## src/rtl/ap3_gmux_pkg.sv

```systemverilog
// Shared definitions for the GMUX_CLK quadrant sequencer: quadrant indices,
// sequencer states and the power-down reset pattern.
package ap3_gmux_pkg;

  localparam logic [1:0] Q_TL = 2'd0;
  localparam logic [1:0] Q_TR = 2'd1;
  localparam logic [1:0] Q_BL = 2'd2;
  localparam logic [1:0] Q_BR = 2'd3;

  typedef enum logic [1:0] {
    IDLE   = 2'd0,
    WAKE   = 2'd1,
    ARM    = 2'd2,
    SETTLE = 2'd3
  } seq_state_t;

  localparam logic [3:0] VLP_RST = 4'hF;

endpackage

```

## src/rtl/gmux_rr_arb4.sv

```systemverilog
// Round-robin pick of the first set mismatch bit at or after ptr (cyclic).
// Latency: combinational. Backpressure: none; the caller samples gnt only when it can grant.
// Grant is only meaningful while gnt_vld is high.
module gmux_rr_arb4 (
  input  logic [3:0] mismatch,
  input  logic [1:0] ptr,
  output logic [1:0] gnt,
  output logic       gnt_vld
);
  import ap3_gmux_pkg::*;

  // Walk offsets from farthest to nearest so the nearest hit wins.
  always_comb begin
    gnt     = ptr;
    gnt_vld = 1'b0;
    for (int k = 3; k >= 0; k--) begin
      if (mismatch[ptr + 2'(k)]) begin
        gnt     = ptr + 2'(k);
        gnt_vld = 1'b1;
      end
    end
  end

endmodule

```

## src/rtl/gmux_quad_seq.sv

```systemverilog
// Orders per-quadrant SEN/DEN/DYNEN/VLP power-up/down sequences and SSEL changes for one GMUX_CLK.
// Latency: enable WAKE_CYCLES+1 edges to QON, disable SETTLE_CYCLES edges to VLP.
// Backpressure: one quadrant at a time; requests wait in IDLE, SSEL waits until SEN==0.
module gmux_quad_seq #(
  parameter int WAKE_CYCLES   = 4,
  parameter int SETTLE_CYCLES = 2,
  parameter int CNT_W         = 8
) (
  input  logic       CLK,
  input  logic       RESETN,
  input  logic [3:0] REQ_ON,
  input  logic [3:0] DYN_MODE,
  input  logic       SSEL_REQ,
  output logic [3:0] SEN,
  output logic [3:0] DEN,
  output logic [3:0] DYNEN,
  output logic [3:0] VLP,
  output logic       SSEL,
  output logic [3:0] QON,
  output logic       BUSY,
  output logic       SSEL_PEND
);
  import ap3_gmux_pkg::*;

  seq_state_t       state;
  logic [1:0]       q;
  logic [1:0]       rr_ptr;
  logic [CNT_W-1:0] cnt;
  logic [3:0]       mismatch;
  logic [1:0]       gnt;
  logic             gnt_vld;

  assign mismatch = REQ_ON ^ QON;

  gmux_rr_arb4 u_arb (
    .mismatch (mismatch),
    .ptr      (rr_ptr),
    .gnt      (gnt),
    .gnt_vld  (gnt_vld)
  );

  always_ff @(posedge CLK or negedge RESETN) begin
    if (!RESETN) begin
      state     <= IDLE;
      q         <= Q_TL;
      rr_ptr    <= Q_TL;
      cnt       <= '0;
      SEN       <= 4'h0;
      DEN       <= 4'h0;
      DYNEN     <= 4'h0;
      VLP       <= VLP_RST;
      SSEL      <= 1'b0;
      QON       <= 4'h0;
      BUSY      <= 1'b0;
      SSEL_PEND <= 1'b0;
    end else begin
      SSEL_PEND <= (SSEL_REQ != SSEL) && ((SEN != 4'h0) || (state != IDLE));
      case (state)
        IDLE: begin
          // Source switching pre-empts any grant while every quadrant is static-disabled.
          if ((SSEL_REQ != SSEL) && (SEN == 4'h0)) begin
            SSEL <= SSEL_REQ;
          end else if (gnt_vld) begin
            q      <= gnt;
            rr_ptr <= gnt + 2'd1;
            BUSY   <= 1'b1;
            if (REQ_ON[gnt]) begin
              VLP[gnt] <= 1'b0;
              cnt      <= CNT_W'(WAKE_CYCLES - 1);
              state    <= WAKE;
            end else begin
              DEN[gnt] <= 1'b0;
              QON[gnt] <= 1'b0;
              cnt      <= CNT_W'(SETTLE_CYCLES - 1);
              state    <= SETTLE;
            end
          end
        end
        WAKE: begin
          if (cnt == '0) begin
            SEN[q]   <= 1'b1;
            DYNEN[q] <= DYN_MODE[q];
            state    <= ARM;
          end else begin
            cnt <= cnt - CNT_W'(1);
          end
        end
        ARM: begin
          DEN[q] <= 1'b1;
          QON[q] <= 1'b1;
          state  <= IDLE;
          BUSY   <= 1'b0;
        end
        SETTLE: begin
          if (cnt == '0) begin
            SEN[q]   <= 1'b0;
            DYNEN[q] <= 1'b0;
            VLP[q]   <= 1'b1;
            state    <= IDLE;
            BUSY     <= 1'b0;
          end else begin
            cnt <= cnt - CNT_W'(1);
          end
        end
        default: begin
          state <= IDLE;
          BUSY  <= 1'b0;
        end
      endcase
    end
  end

endmodule

```

## config.mk

```make
export PLATFORM = sky130hd
export DESIGN_NAME = gmux_quad_seq
export DESIGN_NICKNAME = d
export VERILOG_FILES = /design/src/rtl/ap3_gmux_pkg.sv /design/src/rtl/gmux_rr_arb4.sv /design/src/rtl/gmux_quad_seq.sv
export SDC_FILE = /design/constraint.sdc
export NUM_CORES = 1
export LEC_CHECK = 0
export BUFFER_PORTS_ARGS = -buffer_cell sky130_fd_sc_hd__buf_2
export CORE_MARGIN = 2
export CORE_UTILIZATION = 55
export DETAILED_ROUTE_END_ITERATION = 8
export GPL_TIMING_DRIVEN = 0
export PLACE_DENSITY = 0.89
export SLEW_MARGIN = 30
export SYNTH_ARGS = -nofsm -noshare
export SYNTH_HDL_FRONTEND = slang
export SYNTH_SLANG_ARGS = --single-unit
```

## constraint.sdc

```tcl
create_clock -name CLK -period 2.65 [get_ports CLK]
set_clock_uncertainty 0.15 [all_clocks]
set_input_delay 0 -clock CLK [delete_from_list [all_inputs] [get_ports CLK]]
set_output_delay 0 -clock CLK [all_outputs]
set_load 0.03 [all_outputs]
```

Yosys cells after proc, flatten, opt, wreduce, memory -nomap -nowiden --
Cells that the tools add are included.
Storage, ports and cells: input port bits 11, output and inout port bits 23, logic and storage cells 132, bits in registers 37
Operators by class: add/subtract/negate cells 5, equal/unequal tests 11, bitwise operators 13, reductions and logical operators 24, multiplexer cells 59, order comparisons 8
Operators by type and width (count):
- two-way mux 4 bit | 14
- one-hot mux 4 bit (2 select lines) | 5
- two-way mux 8 bit | 3
- bitwise AND 4 bit | 5
- two-way mux 2 bit | 10
- less-than comparator 2 x 3 -> 1 bit (second input constant) | 6
- bitwise OR 4 bit | 4
- one-hot mux 8 bit (2 select lines) | 1
- AND reduction 4 bit | 4
- two-way mux 1 bit | 15
- inequality test 2 bit (second input constant) | 7
- binary-select mux 1 bit (select 2 bit) | 6
- nonzero test 2 bit | 5
- zero test 8 bit | 1
- inverter 4 bit | 2
- one-hot mux 2 bit (4 select lines) | 1
- subtractor 8 x 1 -> 8 bit (second input constant) | 1
- AND reduction 3 bit | 2
- AND reduction 5 bit | 1
- adder 2 x 1 -> 2 bit (second input constant) | 2
- adder 2 bit (second input constant) | 2
- bitwise mux 4 bit | 1
- demux 1 bit (select 2 bit) | 2
- equality test 2 bit (second input constant) | 2
- other kinds (14) | 18

Longest topological paths before layout --
depth after elaboration 17, mapped depth 9, depth with buffers taken out 9

Modules after synthesis --
From an unflattened synthesis, not the netlist that was laid out.
Unflattened totals: cells, all modules 192, area, all modules 1946.9 sq um
Modules (own cells, without submodules):
- gmux_quad_seq | area each 1846.8 sq um, times used 1, cells each 176, seq. area each 930.9 sq um
- gmux_rr_arb4 | area each 100.1 sq um, times used 1, cells each 16, seq. area each 0.0 sq um

Worst setup path before layout --
No wires, ideal clock.
kind register to register, start point register QON[1], end point register VLP[0], setup time 0.068 ns, slack 0.321 ns, required time 2.432 ns, arrival 2.111 ns, stages on the path, launching flop included 8, clock period less this slack 2.329 ns, path buffers 0, path through dfrtp_1 -> xnor2_1 -> o21ai_0 -> a21oi_2 -> mux2i_1 -> mux2_4 -> a2111oi_4 -> a2bb2oi_2
Between the ends: word-level cells in the longest chain between the ends 17, elaborated cells on any way between the ends 33, those cells by class order compare: 2; eq/ne: 2; mux: 24; bitwise: 3; reduce/logical: 2
Ends and longest elaborated chain:
- start: declaration | line gmux_quad_seq.sv:19 | output logic [3:0] QON,
- start signal: assignment | line gmux_quad_seq.sv:53 | QON <= 4'h0;
- start signal: indexed assignment | line gmux_quad_seq.sv:73 | QON[gnt] <= 1'b0;
- start signal: indexed assignment | line gmux_quad_seq.sv:90 | QON[q] <= 1'b1;
- XOR 4 bit (*) | line gmux_quad_seq.sv:33 | assign mismatch = REQ_ON ^ QON;
- binary-select mux 1 bit (select 2 bit) | line gmux_rr_arb4.sv:17 | if (mismatch[ptr + 2'(k)]) begin
- two-way mux 1 bit (implied by the code) | line gmux_rr_arb4.sv:17
- two-way mux 2 bit (3 in series) | line gmux_rr_arb4.sv:17
- two-way mux 2 bit (*) | line gmux_rr_arb4.sv:17
- named net gnt[1] | line gmux_quad_seq.sv:30 | logic [1:0] gnt;
- less-than comparator 2 x 3 -> 1 bit (implied by the code) / greater-or-equal comparator 2 x 1 -> 1 bit (equally long branches) | line gmux_quad_seq.sv:68 | VLP[gnt] <= 1'b0;
- logical AND 1 bit (implied by the code) | line gmux_quad_seq.sv:68
- two-way mux 1 bit (implied by the code) | line gmux_quad_seq.sv:68
- demux 1 bit (select 2 bit) | line gmux_quad_seq.sv:68
- inverter 4 bit (no line)
- bitwise AND 4 bit (no line)
- two-way mux 4 bit | line gmux_quad_seq.sv:67 | if (REQ_ON[gnt]) begin
- two-way mux 4 bit | line gmux_quad_seq.sv:63 | end else if (gnt_vld) begin
- two-way mux 4 bit | line gmux_quad_seq.sv:61 | if ((SSEL_REQ != SSEL) && (SEN == 4'h0)) begin
- one-hot mux 4 bit (2 select lines) | line gmux_quad_seq.sv:58 | case (state)
- end signal: assignment | line gmux_quad_seq.sv:51 | VLP <= VLP_RST;
- end signal: indexed assignment | line gmux_quad_seq.sv:68
- end signal: indexed assignment | line gmux_quad_seq.sv:98 | VLP[q] <= 1'b1;
- end: declaration | line gmux_quad_seq.sv:17 | output logic [3:0] VLP,
Mark *: on every way through the listed nets, which the timed path passes. The rest lies on a longest branch. The select of a mux whose other input is x is not followed. A chain may end at the register's enable or synchronous reset.

Worst setup path in the final report --
start point register QON[3], end point register q[1]
Between the ends: word-level cells in the longest chain between the ends 8, elaborated cells on any way between the ends 18, those cells by class mux: 16; bitwise: 1; reduce/logical: 1
Ends and longest elaborated chain:
- XOR 4 bit (*) | line gmux_quad_seq.sv:33
- binary-select mux 1 bit (select 2 bit) | line gmux_rr_arb4.sv:17
- two-way mux 1 bit (implied by the code) | line gmux_rr_arb4.sv:17
- two-way mux 1 bit (4 in series) | line gmux_rr_arb4.sv:17
- AND reduction 3 bit (no line)
- end signal: assignment | line gmux_quad_seq.sv:64 | q <= gnt;
- end: declaration | line gmux_quad_seq.sv:26 | logic [1:0] q;
Mark *: on every way between the ends. The rest lies on a longest branch, timed or not. The select of a mux whose other input is x is not followed.

==> flow_metrics.tcl <==
set metrics [dict create \
    chipWidth_um 63.97 \
    dr.pass1.iters 4 \
    port_buffers 33 \
    clock_latency_ns 0.35 \
    cp.required_ns 2.75 \
    fmax_mhz 397.4 \
    slew_violations 0 \
    synth_top_family_by_area "compound AO/OA/AOI/OAI gates" \
    clock-sinks 37 \
    grt_pass1_vias 1658 \
    clockRootBuffer "clkbuf_4" \
    vias_per_cell 5.554 \
    dpl_worst_slack_ns 0.1435 \
    netlist_instances 204 \
    timing.setup.tns_ns 0 \
    drt_iter0_drc 96 \
    worst_pin_slew_ns 0.8039 \
    cp_data_arrival_time_ns 2.62 \
    synthToLayoutAreaGrowth_pct 15.81 \
    core_mm2 0.003390 \
    gp_congestion 0.8560 \
    grt_antenna_before_repair 0 \
    cts.path.max_buffers 2 \
    final_util 0.6759 \
    fin_crit_ns 2.516 \
    antenna_left 0 \
    ios 34 \
    fin_total_pwr_mw 3.103 \
    worstSetupPathType "reg -> reg" \
    gr-total-overflow 0 \
    synth_common_cells "33 x dfrtp_1, 23 x nand2_1, 22 x nor2_1, 21 x a21oi_1, 11 x o21ai_0" \
    synth-adder-area-share 0.03795 \
    synthTopCellsByArea "dfrtp_1 42%, a21oi_1 5.3%, dfstp_2 5.3%, nand2_1 4.4%, nor2_1 4.2%" \
    nNetsFinal 264 \
    netlist_area_mm2 0.001978 \
    layout_setup_ws_ns 0.1335 \
    synth_mux_area_frac 0.05756 \
    drc 0 \
    die_height_um 63.97 \
    finalHoldViolations 0 \
    yosys.area_share.simple 0.1467 \
    fp-row-count 21 \
    power_density_mw_per_mm2 1355 \
    wl_per_cell_um 14.70 \
    min_path_type "in -> async" \
    yosysTopAreaCell "dfrtp_1" \
    synth_seq_area_share 0.4706 \
    placed_cell_area_mm2 0.002201 \
    power.leakage_nw 1.023 \
    dp_hpwl_um 3203 \
    synth_nets 221 \
    htreeDepth 2 \
    path_max_fanout 10 \
    fin_crit_sh 0.9496 \
    ys_warn_count 0 \
    die-area_mm2 0.004092 \
    cts_tree "done" \
    fin_area_mm2 0.002291 \
    path_clk_slew_ns 0.12 \
    cts-buffers-inserted 5 \
    track_usage 0.2404 \
    vias 1633 \
    status "completed" \
    synth.ff_latch_count 37 \
    wl_um 4322 \
    synth_compound_area_frac 0.1980 \
    setup_viol 0 \
    max_cap_violations 0 \
    slew_headroom 0.4640 \
    rsz0062_at_grt "false" \
    start_kind "register" \
    endpoint_kind "register" \
    synthXorXnorAreaFrac 0.05629 \
    vdd_drop_max_v 0.0005441 \
    yosysUniqueCellTypes 41 \
    yosysMostFrequentCell "dfrtp_1" \
    antenna_cells 0 \
    synth_enable_flop_cells 0 \
    grt_pass1_wl_um 7534 \
    start_util 0.5836 \
    drive_gt1_frac 0.2500 \
    synth.top_cell.area_share 0.4175 \
    synth_top_flop_cell "dfrtp_1" \
    synth_area_per_cell_um2 9.697 \
    grt_max_degree 38 \
    async_flop_share 1.000 \
]
==> final timing paths <==
kind	start	to	slack, ns	depth (start not counted)
min in group CLK	REQ_ON[1]	VLP[0]	0.18	5
max in group asynchronous	RESETN	q[0]	1.75	2
max reg2reg	QON[3]	q[1]	0.13	5
min reg2reg	DYNEN[3]	DYNEN[3]	0.34	2
min	RESETN	cnt[5]	0.1	2
max	QON[3]	q[1]	0.13	5
==> placed cells by master, fill, tap and decap left out, types with 3 or more instances in the layout <==
cell / instances
inv_1: 10
nor2b_1: 4
o21a_1: 4
a31oi_1: 3
nor4_1: 3
dfrtp_1: 33
ha_1: 6
a2bb2oi_1: 4
xnor2_1: 5
o21ai_0: 11
xor2_1: 3
nor2_1: 22
mux2_2: 5
a211oi_1: 3
buf_2: 34
a21oi_1: 21
clkbuf_1: 5
nand2_1: 23
dfstp_2: 4
nor3_1: 4
nand3_1: 4
clkbuf_4: 5
==> what timing repair did <==
item | CTS | global route
setup buffers | 0 | 1
setup endpoints to repair | 0 | 13
hold buffers | 2 | 0
gates resized for setup | 0 | 1
endpoints found under the hold margin | 35 | 0
==> per-stage QoR <==
| step | cells | hold slack [ns] |
|---|---|---|
| 2_1_floorplan | 204 | -0.4456 |
| 3_3_place_gp | 283 | -0.02046 |
| 3_5_place_dp | 283 | -0.01749 |
| 4_1_cts | 293 | 0.1300 |
| 5_1_grt | 294 | 0.1581 |
| 6_report | 294 | 0.09594 |
==> critical path: stages (launching register included) <==
cell and delay, ns:
dfrtp_1 0.45, xor2_2 0.32, o32ai_1 0.18, nor3_1 0.49, clkbuf_1 0.44, mux2_2 0.39
==> final cells by class <==
class,instances,area [um2]
clock buffers,5,37.54
plain buffers,7,27.53
well taps,46,57.56
fillers,255,1099
inverters,10,37.54
flip-flops and latches,37,930.9
clock inverters,3,17.52
multi-input cells,150,989.7
repair buffers,36,192.7
==> per-layer routing <==
metal	track usage	share of wire	vias up
met5	0	0	-
met4	0.1087	0.021	0
met3	0.05810	0.051	9
met2	0.4049	0.50	53
met1	0.2905	0.43	772
li1	-	-	799
==> power by group <==
| part | switching (mW) | total (mW) | internal, mW |
|---|---|---|---|
| clock | 0.196 | 0.296 | 0.0999 |
| sequential | 0.199 | 1.00 | 0.805 |
| combinational | 1.15 | 1.80 | 0.654 |
==> kinds of logic after synthesis <==
kind of cell               Yosys count
xor gates and xnor gates            11
muxes                                9
and+or+nand+nor                     66
AOI/OAI and AO/OA                   58
adders and majority gates            6
DFF                                 37
buffers and inverters               17
Note: power is estimated with default switching activity, not from simulation.
